==> src/rtl/reg_file_sb_pkg.sv <==
// rf_pkg: constants shared by decode, writeback and the register file.
//   XLEN_DEF  - default register width
//   NREGS_DEF - default number of architectural registers
//   addr_w()  - register-index width for a given register count
package rf_pkg;

  localparam int XLEN_DEF  = 64;
  localparam int NREGS_DEF = 32;

  // A single-register file still needs a 1-bit index to keep ports legal.
  function automatic int addr_w(input int nregs);
    return (nregs > 1) ? $clog2(nregs) : 1;
  endfunction

endpackage

==> src/rtl/reg_file_sb_if.sv <==
// reg_file_sb_if: decode/writeback bus of the register file.
//   wen, rd_addr, wr_data      writeback port
//   rs_addr -> rs_data/rs_busy NRD packed read ports (port k at slice k)
//   issue_valid, issue_rd      decode issue; issue_waw flags a WAW hazard
//   busy_vec                   scoreboard bits
//   master: decode/writeback side; slave: register file side.
interface reg_file_sb_if
  import rf_pkg::*;
#(
  parameter int XLEN  = XLEN_DEF,
  parameter int NREGS = NREGS_DEF,
  parameter int NRD   = 2,
  parameter int AW    = addr_w(NREGS)
);

  logic                 wen;
  logic [AW-1:0]        rd_addr;
  logic [XLEN-1:0]      wr_data;
  logic [NRD*AW-1:0]    rs_addr;
  logic [NRD*XLEN-1:0]  rs_data;
  logic [NRD-1:0]       rs_busy;
  logic                 issue_valid;
  logic [AW-1:0]        issue_rd;
  logic                 issue_waw;
  logic [NREGS-1:0]     busy_vec;

  modport master (
    output wen, rd_addr, wr_data, rs_addr, issue_valid, issue_rd,
    input  rs_data, rs_busy, issue_waw, busy_vec
  );

  modport slave (
    input  wen, rd_addr, wr_data, rs_addr, issue_valid, issue_rd,
    output rs_data, rs_busy, issue_waw, busy_vec
  );

endinterface

==> src/rtl/reg_file_sb_scoreboard.sv <==
// rf_scoreboard: one busy bit per register for pending producers.
//   clk, rst_n            clock, async active-low reset
//   set_en_i/set_idx_i    issue of a producer for register set_idx_i
//   clr_en_i/clr_idx_i    writeback of register clr_idx_i
//   busy_vec_o            current busy bits
//   issue_waw_o           issuing onto a register that is already busy
module rf_scoreboard
  import rf_pkg::*;
#(
  parameter int NREGS   = NREGS_DEF,
  parameter int ZERO_X0 = 1,
  parameter int AW      = addr_w(NREGS)
) (
  input  logic             clk,
  input  logic             rst_n,
  input  logic             set_en_i,
  input  logic [AW-1:0]    set_idx_i,
  input  logic             clr_en_i,
  input  logic [AW-1:0]    clr_idx_i,
  output logic [NREGS-1:0] busy_vec_o,
  output logic             issue_waw_o
);

  logic [NREGS-1:0] busy_q;
  logic [NREGS-1:0] busy_d;

  // Clear first, then set: a simultaneous issue is a newer producer and wins.
  always_comb begin
    busy_d = busy_q;
    for (int r = 0; r < NREGS; r++) begin
      if (clr_en_i && (clr_idx_i == AW'(r))) busy_d[r] = 1'b0;
      if (set_en_i && (set_idx_i == AW'(r))) busy_d[r] = 1'b1;
    end
    if (ZERO_X0 != 0) busy_d[0] = 1'b0;
  end

  always_ff @(posedge clk or negedge rst_n) begin
    if (!rst_n) busy_q <= '0;
    else        busy_q <= busy_d;
  end

  // Uses the registered bit, so a writeback in the same cycle does not hide it.
  assign issue_waw_o = set_en_i && busy_q[set_idx_i] &&
                       !((ZERO_X0 != 0) && (set_idx_i == '0));
  assign busy_vec_o  = busy_q;

endmodule

==> src/rtl/reg_file_sb.sv <==
// reg_file_sb: integer register file with pending-write scoreboard.
//   clk, rst_n  clock, async active-low reset
//   bus         reg_file_sb_if.slave: writeback, NRD combinational read ports
//               with optional write bypass, issue/WAW check, busy bits
module reg_file_sb
  import rf_pkg::*;
#(
  parameter int XLEN    = XLEN_DEF,
  parameter int NREGS   = NREGS_DEF,
  parameter int NRD     = 2,
  parameter int BYPASS  = 1,
  parameter int ZERO_X0 = 1
) (
  input  logic         clk,
  input  logic         rst_n,
  reg_file_sb_if.slave bus
);

  localparam int AW = addr_w(NREGS);

  logic [XLEN-1:0]     regs_q [NREGS];
  logic                wr_en;
  logic [NREGS-1:0]    busy_vec;
  logic [NRD*XLEN-1:0] rs_data;
  logic [NRD-1:0]      rs_busy;

  assign wr_en = bus.wen && !((ZERO_X0 != 0) && (bus.rd_addr == '0));

  always_ff @(posedge clk or negedge rst_n) begin
    if (!rst_n) begin
      for (int r = 0; r < NREGS; r++) regs_q[r] <= '0;
    end else if (wr_en) begin
      regs_q[bus.rd_addr] <= bus.wr_data;
    end
  end

  rf_scoreboard #(
    .NREGS   (NREGS),
    .ZERO_X0 (ZERO_X0),
    .AW      (AW)
  ) u_sb (
    .clk         (clk),
    .rst_n       (rst_n),
    .set_en_i    (bus.issue_valid),
    .set_idx_i   (bus.issue_rd),
    .clr_en_i    (bus.wen),
    .clr_idx_i   (bus.rd_addr),
    .busy_vec_o  (busy_vec),
    .issue_waw_o (bus.issue_waw)
  );

  for (genvar k = 0; k < NRD; k++) begin : g_rd
    logic [AW-1:0]   addr;
    logic            hit;
    logic            is_x0;
    logic [XLEN-1:0] data;

    assign addr  = bus.rs_addr[k*AW +: AW];
    assign hit   = (BYPASS != 0) && bus.wen && (bus.rd_addr == addr);
    assign is_x0 = (ZERO_X0 != 0) && (addr == '0);

    // x0 check ahead of the bypass so a discarded x0 write never leaks through.
    always_comb begin
      data = regs_q[addr];
      if (is_x0)    data = '0;
      else if (hit) data = bus.wr_data;
    end

    assign rs_data[k*XLEN +: XLEN] = data;
    assign rs_busy[k] = busy_vec[addr] && !hit && !is_x0;
  end

  assign bus.rs_data  = rs_data;
  assign bus.rs_busy  = rs_busy;
  assign bus.busy_vec = busy_vec;

endmodule

==> src/flat_wrapper.sv <==
// flat-port wrapper written by rule: the top's interface ports become plain ports
module reg_file_sb_flat import rf_pkg::*;
#(
  parameter int XLEN    = XLEN_DEF,
  parameter int NREGS   = NREGS_DEF,
  parameter int NRD     = 2,
  parameter int BYPASS  = 1,
  parameter int ZERO_X0 = 1
)
  (clk, rst_n, bus_wen, bus_rd_addr, bus_wr_data, bus_rs_addr, bus_issue_valid, bus_issue_rd, bus_rs_data, bus_rs_busy, bus_issue_waw, bus_busy_vec);
  reg_file_sb_if #(.XLEN(XLEN), .NREGS(NREGS), .NRD(NRD)) bus_i ();
  input  logic clk;
  input  logic rst_n;
  input wire logic [$bits(bus_i.wen)-1:0] bus_wen;
  input wire logic [$bits(bus_i.rd_addr)-1:0] bus_rd_addr;
  input wire logic [$bits(bus_i.wr_data)-1:0] bus_wr_data;
  input wire logic [$bits(bus_i.rs_addr)-1:0] bus_rs_addr;
  input wire logic [$bits(bus_i.issue_valid)-1:0] bus_issue_valid;
  input wire logic [$bits(bus_i.issue_rd)-1:0] bus_issue_rd;
  output wire logic [$bits(bus_i.rs_data)-1:0] bus_rs_data;
  output wire logic [$bits(bus_i.rs_busy)-1:0] bus_rs_busy;
  output wire logic [$bits(bus_i.issue_waw)-1:0] bus_issue_waw;
  output wire logic [$bits(bus_i.busy_vec)-1:0] bus_busy_vec;
  assign bus_i.wen = bus_wen;
  assign bus_i.rd_addr = bus_rd_addr;
  assign bus_i.wr_data = bus_wr_data;
  assign bus_i.rs_addr = bus_rs_addr;
  assign bus_i.issue_valid = bus_issue_valid;
  assign bus_i.issue_rd = bus_issue_rd;
  assign bus_rs_data = bus_i.rs_data;
  assign bus_rs_busy = bus_i.rs_busy;
  assign bus_issue_waw = bus_i.issue_waw;
  assign bus_busy_vec = bus_i.busy_vec;
  reg_file_sb #(.XLEN(XLEN), .NREGS(NREGS), .NRD(NRD), .BYPASS(BYPASS), .ZERO_X0(ZERO_X0)) u_core (.clk(clk), .rst_n(rst_n), .bus(bus_i));
endmodule
==> config.mk <==
export PLATFORM = sky130hd
export DESIGN_NAME = reg_file_sb_flat
export DESIGN_NICKNAME = d
export VERILOG_FILES = /design/src/rtl/reg_file_sb_pkg.sv /design/src/rtl/reg_file_sb_if.sv /design/src/rtl/reg_file_sb_scoreboard.sv /design/src/rtl/reg_file_sb.sv /design/src/flat_wrapper.sv
export SDC_FILE = /design/constraint.sdc
export NUM_CORES = 2
export LEC_CHECK = 0
export BUFFER_PORTS_ARGS = -buffer_cell sky130_fd_sc_hd__buf_2
export CORE_MARGIN = 4
export CORE_UTILIZATION = 60
export DETAILED_ROUTE_END_ITERATION = 6
export GPL_ROUTABILITY_DRIVEN = 0
export HOLD_SLACK_MARGIN = 0.05
export PLACE_DENSITY = 0.83
export SYNTH_ARGS = -nofsm -noshare
export SYNTH_HDL_FRONTEND = slang
export SYNTH_SLANG_ARGS = --single-unit
==> constraint.sdc <==
create_clock -name clk -period 2.5 [get_ports clk]
set_clock_uncertainty 0.2 [all_clocks]
set_input_delay 0.25 -clock clk [delete_from_list [all_inputs] [get_ports clk]]
set_output_delay 0.25 -clock clk [all_outputs]
set_load 0.02 [all_outputs]
# ---- Yosys cells after proc, flatten, opt, wreduce, memory -nomap -nowiden
# Index checks and enable logic that the tools add are counted.
dict set report word_totals {
  regBits 2079
  inputBits 88
  out_inout_bits 163
  elab_cells 331
}
dict set report classes {
  magnitude_cmp 7
  eq_ne 64
  muxes 81
  bitwise_logic 3
  reduce_logical 113
}
# op count
set ops {}
lappend ops {{$bwmux 2048} 1}
lappend ops {{$bmux 64 s5} 2}
lappend ops {{$mux 64} 9}
lappend ops {{$demux 64 s5} 1}
lappend ops {{$eq 5x5->1 const B} 32}
lappend ops {{$eq 5x4->1 const B} 16}
lappend ops {{$logic_and 1x1->1} 72}
lappend ops {{$mux 1} 65}
lappend ops {{$reduce_bool 2->1} 31}
lappend ops {{$eq 5x3->1 const B} 8}
lappend ops {{$eq 5x2->1 const B} 4}
lappend ops {{$logic_not 5->1} 4}
lappend ops {{$ge 6x6->1 const B} 3}
lappend ops {{$lt 5x6->1 const B} 3}
lappend ops {{$not 5->6} 3}
lappend ops {{$bmux 1 s5} 3}
lappend ops {{$eq 5x1->1 const B} 2}
lappend ops {{$eq 5x5->1} 2}
lappend ops {{$logic_not 1->1} 6}
lappend ops {{$lt 6x1->1 const B} 1}

# ---- Depth between registers and ports, before layout
dict set report logic_depth {
  ltp_word 6
  ltp_mapped 10
  mapped_depth_nobuf 5
}

# ---- Hierarchy
# A second synthesis with hierarchy kept.
dict set report unflattened {
  hier_cells 7507
  area_unflattened_um2 110796.3
}
# module instances cells_each area_each_um2 seq_area_each_um2
set modules_own_cells {}
lappend modules_own_cells {reg_file_sb 1 7348 109207.2 51249.2}
lappend modules_own_cells {rf_scoreboard 1 159 1589.0 775.7}

# ---- Worst setup path after synthesis
# OpenSTA, ideal clock, no wires.
dict set report synth_timing {
  path_kind {input to output}
  from {in bus_rs_addr[3]}
  to {out bus_rs_data[11]}
  t_arrival_ns 2.025
  slack_ns 0.025
  stages 8
  path_cell_list {buf_2 -> buf_4 -> clkbuf_1 -> buf_2 -> nand3_1 -> nand3_1 -> nor3_1 -> nor4_1}
}
dict set report synth_between {
  elab_chain_len 6
}
# item line
set synth_rtl {}
lappend synth_rtl {{start: declaration} flat_wrapper.sv:17} ;# input wire logic [$bits(bus_i.rs_addr)-1:0] bus_rs_addr;
lappend synth_rtl {{$not 5->6 (implied by the code)} reg_file_sb.sv:64} ;# data = regs_q[addr];
lappend synth_rtl {{$bmux 64 s5} reg_file_sb.sv:64}
lappend synth_rtl {{$mux 64 (implied by the code) (2 in series)} reg_file_sb.sv:64}
lappend synth_rtl {{$mux 64} reg_file_sb.sv:66} ;# else if (hit) data = bus.wr_data;
lappend synth_rtl {{$mux 64 (*)} reg_file_sb.sv:65} ;# if (is_x0) data = '0;
lappend synth_rtl {{end: declaration} flat_wrapper.sv:20} ;# output wire logic [$bits(bus_i.rs_data)-1:0] bus_rs_data;
# Every way passes the cells marked *; elsewhere a longest branch is shown, timed or not. The select of a mux whose other input is x is not followed.

# ---- Final worst setup path
dict set report layout_timing {
  from {reg u_core.regs_q[1803] (netlist bit)}
  to {out bus_rs_data[11]}
}
dict set report layout_between {
  elab_chain_len 5
}
# item line
set layout_rtl {}
lappend layout_rtl {{start: declaration} reg_file_sb.sv:21} ;# logic [XLEN-1:0] regs_q [NREGS];
lappend layout_rtl {{start signal: indexed assignment} reg_file_sb.sv:33} ;# regs_q[bus.rd_addr] <= bus.wr_data;
lappend layout_rtl {{$bmux 64 s5} reg_file_sb.sv:64}
lappend layout_rtl {{$mux 64 (implied by the code) (2 in series)} reg_file_sb.sv:64}
lappend layout_rtl {{$mux 64} reg_file_sb.sv:66}
lappend layout_rtl {{$mux 64} reg_file_sb.sv:65}
# Every way passes these cells. The select of a mux whose other input is x is not followed.

==> metrics.md <==
| Metric | Value |
|---|---|
| Kind of cell adding the most delay to the critical path | `simple AND/OR/NAND/NOR gates` |
| Ys Warns | `0` |
| Critical path peak fanout | `3` |
| Initial antenna violation count | `12` |
| Routed wl met3 | `49.3 mm` |
| Max rail drop VDD | `690 uV` |
| CP bufs+invs | `2` |
| Slowest-stage cell, CP | `nor4_2` |
| Die height | `437 um` |
| Area occupied by multi-input gates | `56600 sq um` |
| Layout cells sized above 1 | `61.5%` |
| Inst Count DP | `9953` |
| Root Buffer | `clkbuf_16` |
| Via count | `81000` |
| Mapped Cells | `7288` |
| EDFF count, synth | `0` |
| Final Worst Setup Slack | `-997 ps` |
| Io pins | `251` |
| Synth Cell Area | `111000 sq um` |
| Critical R2R Launch | `u_core.u_sb.busy_vec_o[18]` |
| Synth area leader | `dfrtp_1` |
| DRT Pass-1 Iters | `7` |
| CTS buffer count | `212` |
| GRT Util Overall | `40.0%` |
| Post-synth top area share | `47.0%` |
| Vias in the first global route | `84900` |
| Hold_sp | `bus_issue_rd[2]` |
| Sequential-to-total area share from yosys stat | `47.0%` |
| Worst r2r path cells | `4` |
| Fin. Hold Viols | `0` |
| Post-layout util | `72.9%` |
| DR iter-0 viols | `11400` |
| Main synth FF type | `dfrtp_1` |
| FFs w/ async S/R, synth | `100%` |
| Row cnt | `157` |
| ANT nets after route | `0` |
| Type of the worst min-delay path | `input pin to register` |
| Critical path's largest stage delay | `710 ps` |
| Max Cap Violations | `0` |
| Critical Path End Type | `primary output` |
| CP startpoint kind | `register` |
| Violated checks | `design-rule violations, negative setup slack` |
| Post-synth net total | `7376` |
| Total core area | `183000 sq um` |
| Number of H-tree levels | `4` |
| First-pass GRT wire length | `565 mm` |
| Final number of max-transition violations | `0` |
| Register area | `52000 sq um` |
| Synth Register Bits | `2079` |
| GRT overflow | `0` |
| Clk_lat worst skew | `880 ps` |
| Initial core utilization | `60.4%` |
| F_max | `0.286 GHz` |
| CP Data Arrival Time | `3050 ps` |
| # DRC | `1` |
| WHS Endpoint | `u_core.u_sb.busy_vec_o[17]` |
| Die Wd | `437 um` |
| Port-buffer cells | `249` |
| Reg clk slew, reported paths | `60 ps` |
| Non-filler instance count after layout | `10600` |
| HPWL Detailed | `232 mm` |
| Unique cell type count in the Yosys netlist | `59` |
| Worst Path Required | `2050 ps` |
| CTS Buffer Depth | `3` |
| RSZ-0062 raised after global routing | `yes` |
| Final worst path period share | `140%` |
| Worst path cell trace | `mux4_2 > o22ai_1 > nor2_1 > nor3_1 > nor4_2 > buf_4 > buf_2` |
| Final net count | `8029` |
| Status | `finished with violations` |
| Post-Route WL | `391 mm` |
| WS Path Type | `register to primary output` |
| Final Critical Period | `3500 ps` |
| Worst Max-Slew Pin Slew | `1110 ps` |
| Post-Syn Area per Cell | `15.2 sq um` |
| Drt via density | `7.64` |
| CTS sink cnt | `2079` |
| Pwr Density | `785 nW/um^2` |
| Reg-to-reg endpoint | `u_core.u_sb.busy_vec_o[18]` |
| Met2 WL | `176 mm` |
| Top Layer Used | `met5` |
| Total power | `105000 uW` |
| FILL cells | `10100` |
| Reg2Reg Setup Slack | `930 ps` |
| TritonCTS clock tree | `done` |
| Min-Delay Path Depth | `3` |
| Setup WS pre-CTS | `-897 ps` |
| LEAKAGE | `0.0583 uW` |
| Pin count of the biggest net entering global routing | `136` |
| Final setup fails | `131` |
| WL met1 | `128 mm` |
| Area Growth Syn to Fin | `20.7%` |
| Top cells by area, synth | `dfrtp_1 47%, mux2_2 20%, mux4_2 20%` |
| Max-slew headroom | `25.6%` |
| Die area | `191000 sq um` |
| WL per Instance | `36.9 um` |
-- cells by family (layout without fill, tap and decap cells) --
family	count (synthesis)	count (layout)	synth area share (%)
compound gates	701	701	4.68
xor+xnor	10	10	0.0791
buf+inv	895	1725	3.95
flops	2079	2079	47.0
mux	3224	3224	42.6
other cells	1	18	0.00339
simple gates	378	378	1.64
-- cells in the final DEF (no fill, tap or decap), drive strengths merged, types with 20 or more instances in the layout --
cell type	synthesis	layout
a211oi	75	75
a21oi	36	36
a221o	25	25
a221oi	20	20
a22o	80	80
a22oi	109	109
a32o	45	45
buf	473	1229
bufinv	0	24
clkbuf	400	309
clkinv	2	43
dfrtp	2079	2079
dlygate4sd3	0	83
inv	20	29
mux2	2008	2008
mux2i	224	224
mux4	992	992
nand2	81	81
nand3	88	88
nor2	113	113
nor2b	20	20
o21ai	32	32
o221ai	28	28
o22ai	206	206
-- through the flow --
| step | hold slack, ps | TNS [ps] | area [sq um] |
|---|---|---|---|
| 6_report | 95.3 | -69110 | 134000 |
| 5_1_grt | 83.2 | -74820 | 134000 |
| 4_1_cts | 52.4 | -67960 | 133000 |
| 3_5_place_dp | -50.2 | -67240 | 121000 |
| 3_3_place_gp | -52.8 | -61330 | 121000 |
| 2_1_floorplan | -246 | 0 | 111000 |
-- metal layers --
metal  vias to the layer above  track usage [%]
met5                         -                0
met4                         8             31.1
met3                      2283             12.8
met2                      7042             59.8
met1                     41900             48.4
li1                      29800                -
-- cells in the mapped netlist, drive strengths merged (2+ instances only) --
master   instances
o211ai          19
or2              4
a22o            80
o22ai          206
and3             5
a31oi            6
nor2           113
mux2          2008
mux4           992
a221o           25
and2             4
nor3            15
clkinv           2
nand4            8
nor2b           20
a211oi          75
o2bb2ai          2
a221oi          20
a32o            45
o31ai            7
clkbuf         400
mux2i          224
or3              2
inv             20
or4              2
o221ai          28
xor2             5
nor4            16
o21ai           32
nand2           81
o21a             4
dfrtp         2079
a21oi           36
nand2b          12
o32ai            3
a22oi          109
buf            473
and2b            3
xnor2            5
nand3           88
-- state kept, by name, summed over array words and instances, names as in the netlist --
| signal | count |
|---|---|
| u_core.regs_q | 2048 |
| u_core.u_sb.busy_vec_o | 31 |
-- final cells by class --
cell class                      count  area share (%)
Clock inverter                     82           0.896
Antenna cell                       17          0.0318
Timing Repair Buffer             1312            10.7
Multi-Input combinational cell   4314            42.3
Tap cell                         2464            2.31
Clock buffer                      309            4.71
Inverter                           22          0.0674
Sequential cell                  2079            38.9
-- repair_timing --
| action | CTS | global route |
|---|---|---|
| endpoints found under the hold margin | 4094 | 0 |
| cloned | 0 | 0 |
| buffers inserted | 125 | 50 |
| hold buffers | 84 | 0 |
| pin swaps | 277 | 126 |
| setup endpoints to repair | 131 | 131 |
| gates resized for setup | 566 | 128 |
-- how the worst max path moves through the flow --
stage	start	end	slack (ps)	cells past startpoint
floorplan	bus_rs_addr[3]	bus_rs_data[11]	20	8
global placement	bus_rs_addr[0]	bus_rs_data[11]	-840	10
detailed placement	bus_rd_addr[2]	bus_rs_data[11]	-900	11
CTS	u_core.u_sb.busy_vec_o[19]	bus_rs_busy[0]	-790	6
global route	u_core.regs_q[1483]	bus_rs_data[11]	-900	7
finish	u_core.regs_q[1803]	bus_rs_data[11]	-1000	7
-- tightest hold or removal path, cell delays in order --
cell	delay (ps)
dlygate4sd3_1	520
buf_2	250
o31ai_1	120
-- report_power, final --
group          internal, uW  total [uW]  switching (uW)
Clock                 19900       34300           14400
Combinational         14600       25200           10600
Sequential            40100       45400            5330
Total                 74600      105000           30300
Power figures use the tool's default switching activity.
